**src/rtl/mem_port_arbiter.sv**
```systemverilog
// mem_port_arbiter: sticky round-robin share of one word-addressed memory port between pixel/weight readers and an output writer.
// Define MEM_ARB_STALL_CNT_EN to add saturating per-requester stall counters.
module mem_port_arbiter #(
  parameter int ADDR_WIDTH = 28,
  parameter int DATA_WIDTH = 128,
  parameter int RD_LATENCY = 1,
  parameter int MAX_BURST  = 4
) (
  input  logic                    clk,
  input  logic                    rstn,
  input  logic                    pix_req,
  input  logic [ADDR_WIDTH-1:0]   pix_addr,
  output logic                    pix_gnt,
  output logic                    pix_rvalid,
  output logic [DATA_WIDTH-1:0]   pix_rdata,
  input  logic                    wgt_req,
  input  logic [ADDR_WIDTH-1:0]   wgt_addr,
  output logic                    wgt_gnt,
  output logic                    wgt_rvalid,
  output logic [DATA_WIDTH-1:0]   wgt_rdata,
  input  logic                    out_req,
  input  logic [ADDR_WIDTH-1:0]   out_addr,
  input  logic [DATA_WIDTH-1:0]   out_wdata,
  input  logic [DATA_WIDTH/8-1:0] out_wstrb,
  output logic                    out_gnt,
  output logic                    mem_rd,
  output logic                    mem_we,
  output logic [ADDR_WIDTH-1:0]   mem_addr,
  output logic [DATA_WIDTH-1:0]   mem_wdata,
  output logic [DATA_WIDTH/8-1:0] mem_wstrb,
`ifdef MEM_ARB_STALL_CNT_EN
  output logic [31:0]             pix_stall_cnt,
  output logic [31:0]             wgt_stall_cnt,
  output logic [31:0]             out_stall_cnt,
`endif
  input  logic [DATA_WIDTH-1:0]   mem_rdata
);
  logic                  en_q;
  logic [1:0]            ptr_q, ptr_d, last_q, last_d, p1, p2, win;
  logic [4:0]            cnt_q, cnt_d, cnt_n;
  logic [3:0]            req;
  logic                  any, wrap;
  logic [RD_LATENCY-1:0] tv_q, tid_q;

  assign req = {1'b0, out_req, wgt_req, pix_req};

  always_comb begin
    p1   = (ptr_q == 2'd2) ? 2'd0 : ptr_q + 2'd1;
    p2   = (ptr_q == 2'd0) ? 2'd2 : ptr_q - 2'd1;
    any  = en_q && (|req);
    win  = req[ptr_q] ? ptr_q : req[p1] ? p1 : p2;
    cnt_n = (win == last_q) ? cnt_q + 5'd1 : 5'd1;
    wrap = (cnt_n == 5'(MAX_BURST));
    ptr_d  = !any ? ptr_q : wrap ? ((win == 2'd2) ? 2'd0 : win + 2'd1) : win;
    cnt_d  = !any ? cnt_q : wrap ? 5'd0 : cnt_n;
    last_d = any ? win : last_q;
  end

  always_comb begin
    pix_gnt   = any && (win == 2'd0);
    wgt_gnt   = any && (win == 2'd1);
    out_gnt   = any && (win == 2'd2);
    mem_rd    = pix_gnt || wgt_gnt;
    mem_we    = out_gnt;
    mem_addr  = pix_gnt ? pix_addr : wgt_gnt ? wgt_addr : out_gnt ? out_addr : '0;
    mem_wdata = out_gnt ? out_wdata : '0;
    mem_wstrb = out_gnt ? out_wstrb : '0;
  end

  always_ff @(posedge clk or negedge rstn) begin
    if (!rstn) begin
      en_q   <= 1'b0;
      ptr_q  <= 2'd0;
      last_q <= 2'd0;
      cnt_q  <= 5'd0;
      tv_q   <= '0;
      tid_q  <= '0;
    end else begin
      en_q     <= 1'b1;
      ptr_q    <= ptr_d;
      last_q   <= last_d;
      cnt_q    <= cnt_d;
      tv_q[0]  <= mem_rd;
      tid_q[0] <= wgt_gnt;
      for (int i = 1; i < RD_LATENCY; i++) begin
        tv_q[i]  <= tv_q[i-1];
        tid_q[i] <= tid_q[i-1];
      end
    end
  end

  // Tag at the last stage lines up with mem_rdata; data itself is not registered.
  assign pix_rvalid = tv_q[RD_LATENCY-1] && !tid_q[RD_LATENCY-1];
  assign wgt_rvalid = tv_q[RD_LATENCY-1] && tid_q[RD_LATENCY-1];
  assign pix_rdata  = en_q ? mem_rdata : '0;
  assign wgt_rdata  = en_q ? mem_rdata : '0;

`ifdef MEM_ARB_STALL_CNT_EN
  logic [31:0] pix_stall_q, wgt_stall_q, out_stall_q;
  always_ff @(posedge clk or negedge rstn) begin
    if (!rstn) begin
      pix_stall_q <= '0;
      wgt_stall_q <= '0;
      out_stall_q <= '0;
    end else begin
      pix_stall_q <= pix_stall_q + 32'(en_q && pix_req && !pix_gnt && !(&pix_stall_q));
      wgt_stall_q <= wgt_stall_q + 32'(en_q && wgt_req && !wgt_gnt && !(&wgt_stall_q));
      out_stall_q <= out_stall_q + 32'(en_q && out_req && !out_gnt && !(&out_stall_q));
    end
  end
  assign pix_stall_cnt = pix_stall_q;
  assign wgt_stall_cnt = wgt_stall_q;
  assign out_stall_cnt = out_stall_q;
`endif
endmodule
```
**config.mk**
```make
export PLATFORM = sky130hd
export DESIGN_NAME = mem_port_arbiter
export DESIGN_NICKNAME = d
export VERILOG_FILES = /design/src/rtl/mem_port_arbiter.sv
export SDC_FILE = /design/constraint.sdc
export NUM_CORES = 1
export LEC_CHECK = 0
export CORE_AREA = 2 2 309 311
export DETAILED_ROUTE_END_ITERATION = 7
export DIE_AREA = 0 0 311 313
export SYNTH_ARGS = -nofsm -noshare
export SYNTH_HDL_FRONTEND = slang
export SYNTH_SLANG_ARGS = --single-unit
```
**constraint.sdc**
```tcl
create_clock -name clk -period 8.6 [get_ports clk]
set_input_delay 2.58 -clock clk [delete_from_list [all_inputs] [get_ports clk]]
set_output_delay 2.58 -clock clk [all_outputs]
set_load 0.02 [all_outputs]
```
==> impl_metrics.prom <==
# TYPE chip_impl_metric gauge
chip_impl_info{name="timing.hold.worst.class",value="register to register"} 1
chip_impl_metric{name="muxShareOfSynthArea",unit="%"} 7.12
chip_impl_metric{name="synth-compound-area-share",unit="%"} 9.59
chip_impl_info{name="worstSetupPathType",value="input port to output pin"} 1
chip_impl_metric{name="dp_hpwl",unit="mm"} 71.0
chip_impl_info{name="hold_start",value="cnt_q[4]$_DFFE_PN0P_"} 1
chip_impl_info{name="grt_setup_unrepaired",value="false"} 1
chip_impl_metric{name="wl_per_cell",unit="um"} 30.2
chip_impl_metric{name="worst_hold_path.num_cells",unit=""} 2
chip_impl_metric{name="dieHeight",unit="um"} 313
chip_impl_info{name="timing.rr.start",value="ptr_q[0]$_DFFE_PN0P_"} 1
chip_impl_metric{name="drt_pass1_iterations",unit=""} 5
chip_impl_metric{name="post_synth_fa_ha_maj_area_fraction",unit="%"} 1.44
chip_impl_metric{name="floorplan.core_area",unit="um2"} 94200
chip_impl_metric{name="total_count_of_hold_check_failures_in_the_final_report",unit=""} 0
chip_impl_info{name="clock_tree_from_tritoncts",value="yes"} 1
chip_impl_metric{name="max-vdd-ir-drop",unit="mV"} 0.124
chip_impl_metric{name="critPathRequiredTime",unit="ns"} 6.02
chip_impl_metric{name="worst-r2r-cell-count",unit=""} 10
chip_impl_metric{name="layout.filler_cells",unit=""} 10700
chip_impl_metric{name="post-cts-setup-buffers",unit=""} 0
chip_impl_metric{name="io_pins",unit=""} 796
chip_impl_metric{name="syn_area_per_cell",unit="um2"} 6.98
chip_impl_metric{name="grt_max_degree",unit=""} 111
chip_impl_metric{name="p_leak",unit="nW"} 4.97
chip_impl_metric{name="asyncSetResetFlopFracSynth",unit="%"} 100
chip_impl_metric{name="grt_first_pass_wirelength",unit="mm"} 92.0
chip_impl_metric{name="count_of_placed_standard_cells_in_the_final_layout_fillers_left_out",unit=""} 2543
chip_impl_metric{name="r2r_setup_slack",unit="ns"} 5.93
chip_impl_metric{name="number_of_enable_type_register_cells_in_the_synthesized_netlist",unit=""} 0
chip_impl_metric{name="power",unit="mW"} 2.26
chip_impl_metric{name="syn_inst",unit=""} 624
chip_impl_info{name="critical_path.startpoint_type",value="input port"} 1
chip_impl_metric{name="cts-root-to-sink-buffers",unit=""} 2
chip_impl_metric{name="synthesis.yosys.warnings",unit=""} 0
chip_impl_metric{name="worst_clock_skew",unit="ns"} 0.00334
chip_impl_metric{name="start_util",unit="%"} 4.63
chip_impl_metric{name="synth-seq-area-share",unit="%"} 6.89
chip_impl_metric{name="clkSlewWorstSetupHoldPaths",unit="ns"} 0.04
chip_impl_metric{name="globalRouteOverflowTotal",unit=""} 0
chip_impl_metric{name="max_freq",unit="MHz"} 127
chip_impl_metric{name="grtUsageTotal",unit="%"} 15.1
chip_impl_metric{name="postCtsResizedCells",unit=""} 0
chip_impl_metric{name="post_synth_xor_area_fraction",unit="%"} 0.603
chip_impl_metric{name="setup_total_negative_slack",unit="ns"} 0
chip_impl_metric{name="critical_path_peak_fanout",unit=""} 110
chip_impl_info{name="worst_r2r_endpoint",value="cnt_q[1]$_DFFE_PN0P_"} 1
chip_impl_metric{name="die_area",unit="um2"} 97300
chip_impl_metric{name="synth.net_count",unit=""} 990
chip_impl_metric{name="setup_viol_count_final",unit=""} 0
chip_impl_metric{name="cts_hold_buffers",unit=""} 0
chip_impl_info{name="endpoint_of_the_worst_hold_path",value="cnt_q[4]$_DFFE_PN0P_"} 1
chip_impl_metric{name="worst-endpoint-arrival",unit="ns"} 5.28
chip_impl_metric{name="pwr_density_cell",unit="nW/um2"} 162
chip_impl_metric{name="clock_insertion_delay_worst_skew",unit="ns"} 0.24
chip_impl_metric{name="yosys.area_share.simple",unit="%"} 46.4
chip_impl_metric{name="area_growth_syn_to_layout",unit="%"} 220
chip_impl_metric{name="layout-drive-gt1-share",unit="%"} 10.7
chip_impl_metric{name="synth.cell_area",unit="um2"} 4360
chip_impl_metric{name="port_buffers",unit=""} 795
chip_impl_metric{name="finalWorstPathRequiredPeriod",unit="ns"} 7.86
chip_impl_metric{name="totalWireLength",unit="mm"} 76.8
chip_impl_metric{name="gp_congestion",unit=""} 0.853
chip_impl_metric{name="dr.first_iter.drc_count",unit=""} 346
chip_impl_metric{name="synthDistinctLibCells",unit=""} 44
chip_impl_metric{name="vias",unit=""} 7042
chip_impl_metric{name="flip_flop_and_latch_count_after_synthesis",unit=""} 12
chip_impl_metric{name="finalNetCount",unit=""} 1626
chip_impl_metric{name="final_min_period_over_clock_period",unit="%"} 91.4
chip_impl_metric{name="detail-route-antenna-nets",unit=""} 0
chip_impl_metric{name="htree_num_levels",unit=""} 1
chip_impl_metric{name="remaining_drc_errors",unit=""} 0
chip_impl_info{name="timing.critical_path.to_type",value="output pin"} 1
chip_impl_metric{name="post_drt_via_cell_ratio",unit=""} 2.77
chip_impl_info{name="outcome",value="finished clean"} 1
chip_impl_info{name="synth_top_family_by_area",value="simple AND/OR/NAND/NOR gates"} 1
chip_impl_metric{name="max_cap_viol_count",unit=""} 0
chip_impl_metric{name="finalMaxSlewViolations",unit=""} 0
chip_impl_metric{name="row_count",unit=""} 113
chip_impl_metric{name="number_of_antenna_violations_at_the_first_check_in_global_routing",unit=""} 86
chip_impl_info{name="clockRootBuffer",value="sky130_fd_sc_hd__clkbuf_16"} 1
chip_impl_info{name="synth_flop_cell",value="sky130_fd_sc_hd__dfrtp_1"} 1
chip_impl_metric{name="first_global_vias",unit=""} 7017
chip_impl_metric{name="max_slew_margin",unit="%"} 40.0
chip_impl_metric{name="placed_cells",unit=""} 2520
chip_impl_metric{name="clock_sinks",unit=""} 12
chip_impl_metric{name="cts_made_buffers",unit=""} 3
chip_impl_metric{name="chipWidth",unit="um"} 311
chip_impl_metric{name="worst-slew-pin-transition",unit="ns"} 0.900
## metrics by stage
stage	util (%)	instance area, um2	hold slack [ns]	worst slack (ns)
3_5_place_dp	14.7	13800	0.529	0.714
6_report	14.8	13900	0.541	0.737
4_1_cts	14.8	13900	0.539	0.702
5_1_grt	14.8	13900	0.590	0.517
3_3_place_gp	14.7	13800	0.514	0.791
2_1_floorplan	-	4360	0.495	1.98
## cells in the mapped netlist, types with 2 or more instances
cell	instances	area (um2)
sky130_fd_sc_hd__nand3b_1	2	15.0
sky130_fd_sc_hd__nor2b_1	3	18.8
sky130_fd_sc_hd__mux2i_1	31	310
sky130_fd_sc_hd__and2_1	274	1710
sky130_fd_sc_hd__o21ai_0	5	25.0
sky130_fd_sc_hd__o31a_1	2	17.5
sky130_fd_sc_hd__buf_4	131	983
sky130_fd_sc_hd__buf_6	5	56.3
sky130_fd_sc_hd__clkbuf_2	5	25.0
sky130_fd_sc_hd__and3_1	2	12.5
sky130_fd_sc_hd__nor2_1	33	124
sky130_fd_sc_hd__dfrtp_1	12	300
sky130_fd_sc_hd__buf_2	5	25.0
sky130_fd_sc_hd__nand4_1	2	12.5
sky130_fd_sc_hd__nand2_1	12	45.0
sky130_fd_sc_hd__a2bb2oi_1	28	245
sky130_fd_sc_hd__xnor2_1	2	17.5
sky130_fd_sc_hd__clkbuf_1	27	101
sky130_fd_sc_hd__nor3_1	4	20.0
sky130_fd_sc_hd__inv_1	5	18.8
sky130_fd_sc_hd__ha_1	5	62.6
sky130_fd_sc_hd__nand3_1	2	10.0
sky130_fd_sc_hd__o31ai_1	2	15.0
sky130_fd_sc_hd__a21oi_1	5	25.0
## registers in the layout, indices dropped and copies added, names as in the netlist
| register | count |
|---|---|
| cnt_q | 5 |
| last_q | 2 |
| ptr_q | 2 |
| en_q | 1 |
| tid_q | 1 |
| tv_q | 1 |
## cells by family after synthesis
group                      Yosys count
xor gates and xnor gates             3
muxes                               31
buffers and inverters              179
AOI/OAI and AO/OA                   53
DFF                                 12
other                                1
and+or+nand+nor                    340
adders and majority gates            5
## layout by cell type (no fill, tap or decap), drive strengths merged, types with 5 or more instances in the layout
| cell type | count |
|---|---|
| a21oi | 6 |
| a2bb2oi | 28 |
| and2 | 274 |
| buf | 125 |
| clkdlybuf4s50 | 680 |
| dfrtp | 12 |
| diode | 19 |
| ha | 5 |
| inv | 5 |
| mux2i | 31 |
| nand2 | 13 |
| nor2 | 34 |
| o21ai | 6 |
## worst max-delay path by stage
stage | cells after the start | to | from | slack (ns)
after CTS | 9 | mem_wdata[0] | pix_req | 0.70
after global routing | 9 | mem_wdata[57] | pix_req | 0.52
after global placement | 9 | mem_wdata[112] | wgt_req | 0.79
after detailed placement | 9 | mem_wdata[0] | pix_req | 0.71
after floorplan | 8 | mem_wstrb[10] | wgt_req | 1.98
final | 9 | mem_wdata[118] | pix_req | 0.74
## area by class of cell
cell class                 count  area, um2  area share [%]
timing repair buffer         805       9050            64.9
multi-input combinational    433       2870            20.6
tap                         1265       1580            11.3
sequential                    12        304            2.18
clock buffer                   4       78.8           0.565
antenna                       19       47.5           0.341
inverter                       5       18.8           0.135
## report_power, final
part	internal (mW)	switching [mW]	total (mW)
Sequential	0.0755	0.0279	0.103
Combinational	1.03	1.04	2.06
Clock	0.0626	0.0261	0.0887
## worst max-delay path, cell delays in order
cell and delay, ns:
sky130_fd_sc_hd__clkdlybuf4s50_1 0.60, sky130_fd_sc_hd__mux2i_1 0.16, sky130_fd_sc_hd__o211ai_1 0.27, sky130_fd_sc_hd__a21oi_4 0.08
sky130_fd_sc_hd__buf_4 0.22, sky130_fd_sc_hd__nor2_4 0.15, sky130_fd_sc_hd__buf_12 0.33, sky130_fd_sc_hd__and2_1 0.20
sky130_fd_sc_hd__clkdlybuf4s50_1 0.60
## per-layer routing
| metal | wire, um | part of all wire (%) | track usage, % | vias up |
|---|---|---|---|---|
| met5 | 333 | 0.43 | 0 | - |
| met4 | 1120 | 1.5 | 1.39 | 52 |
| met3 | 16800 | 22 | 15.7 | 114 |
| met2 | 33400 | 43 | 23.5 | 562 |
| met1 | 25200 | 33 | 14.2 | 3165 |
| li1 | - | - | - | 3149 |
Power figures use the tool's default switching activity.
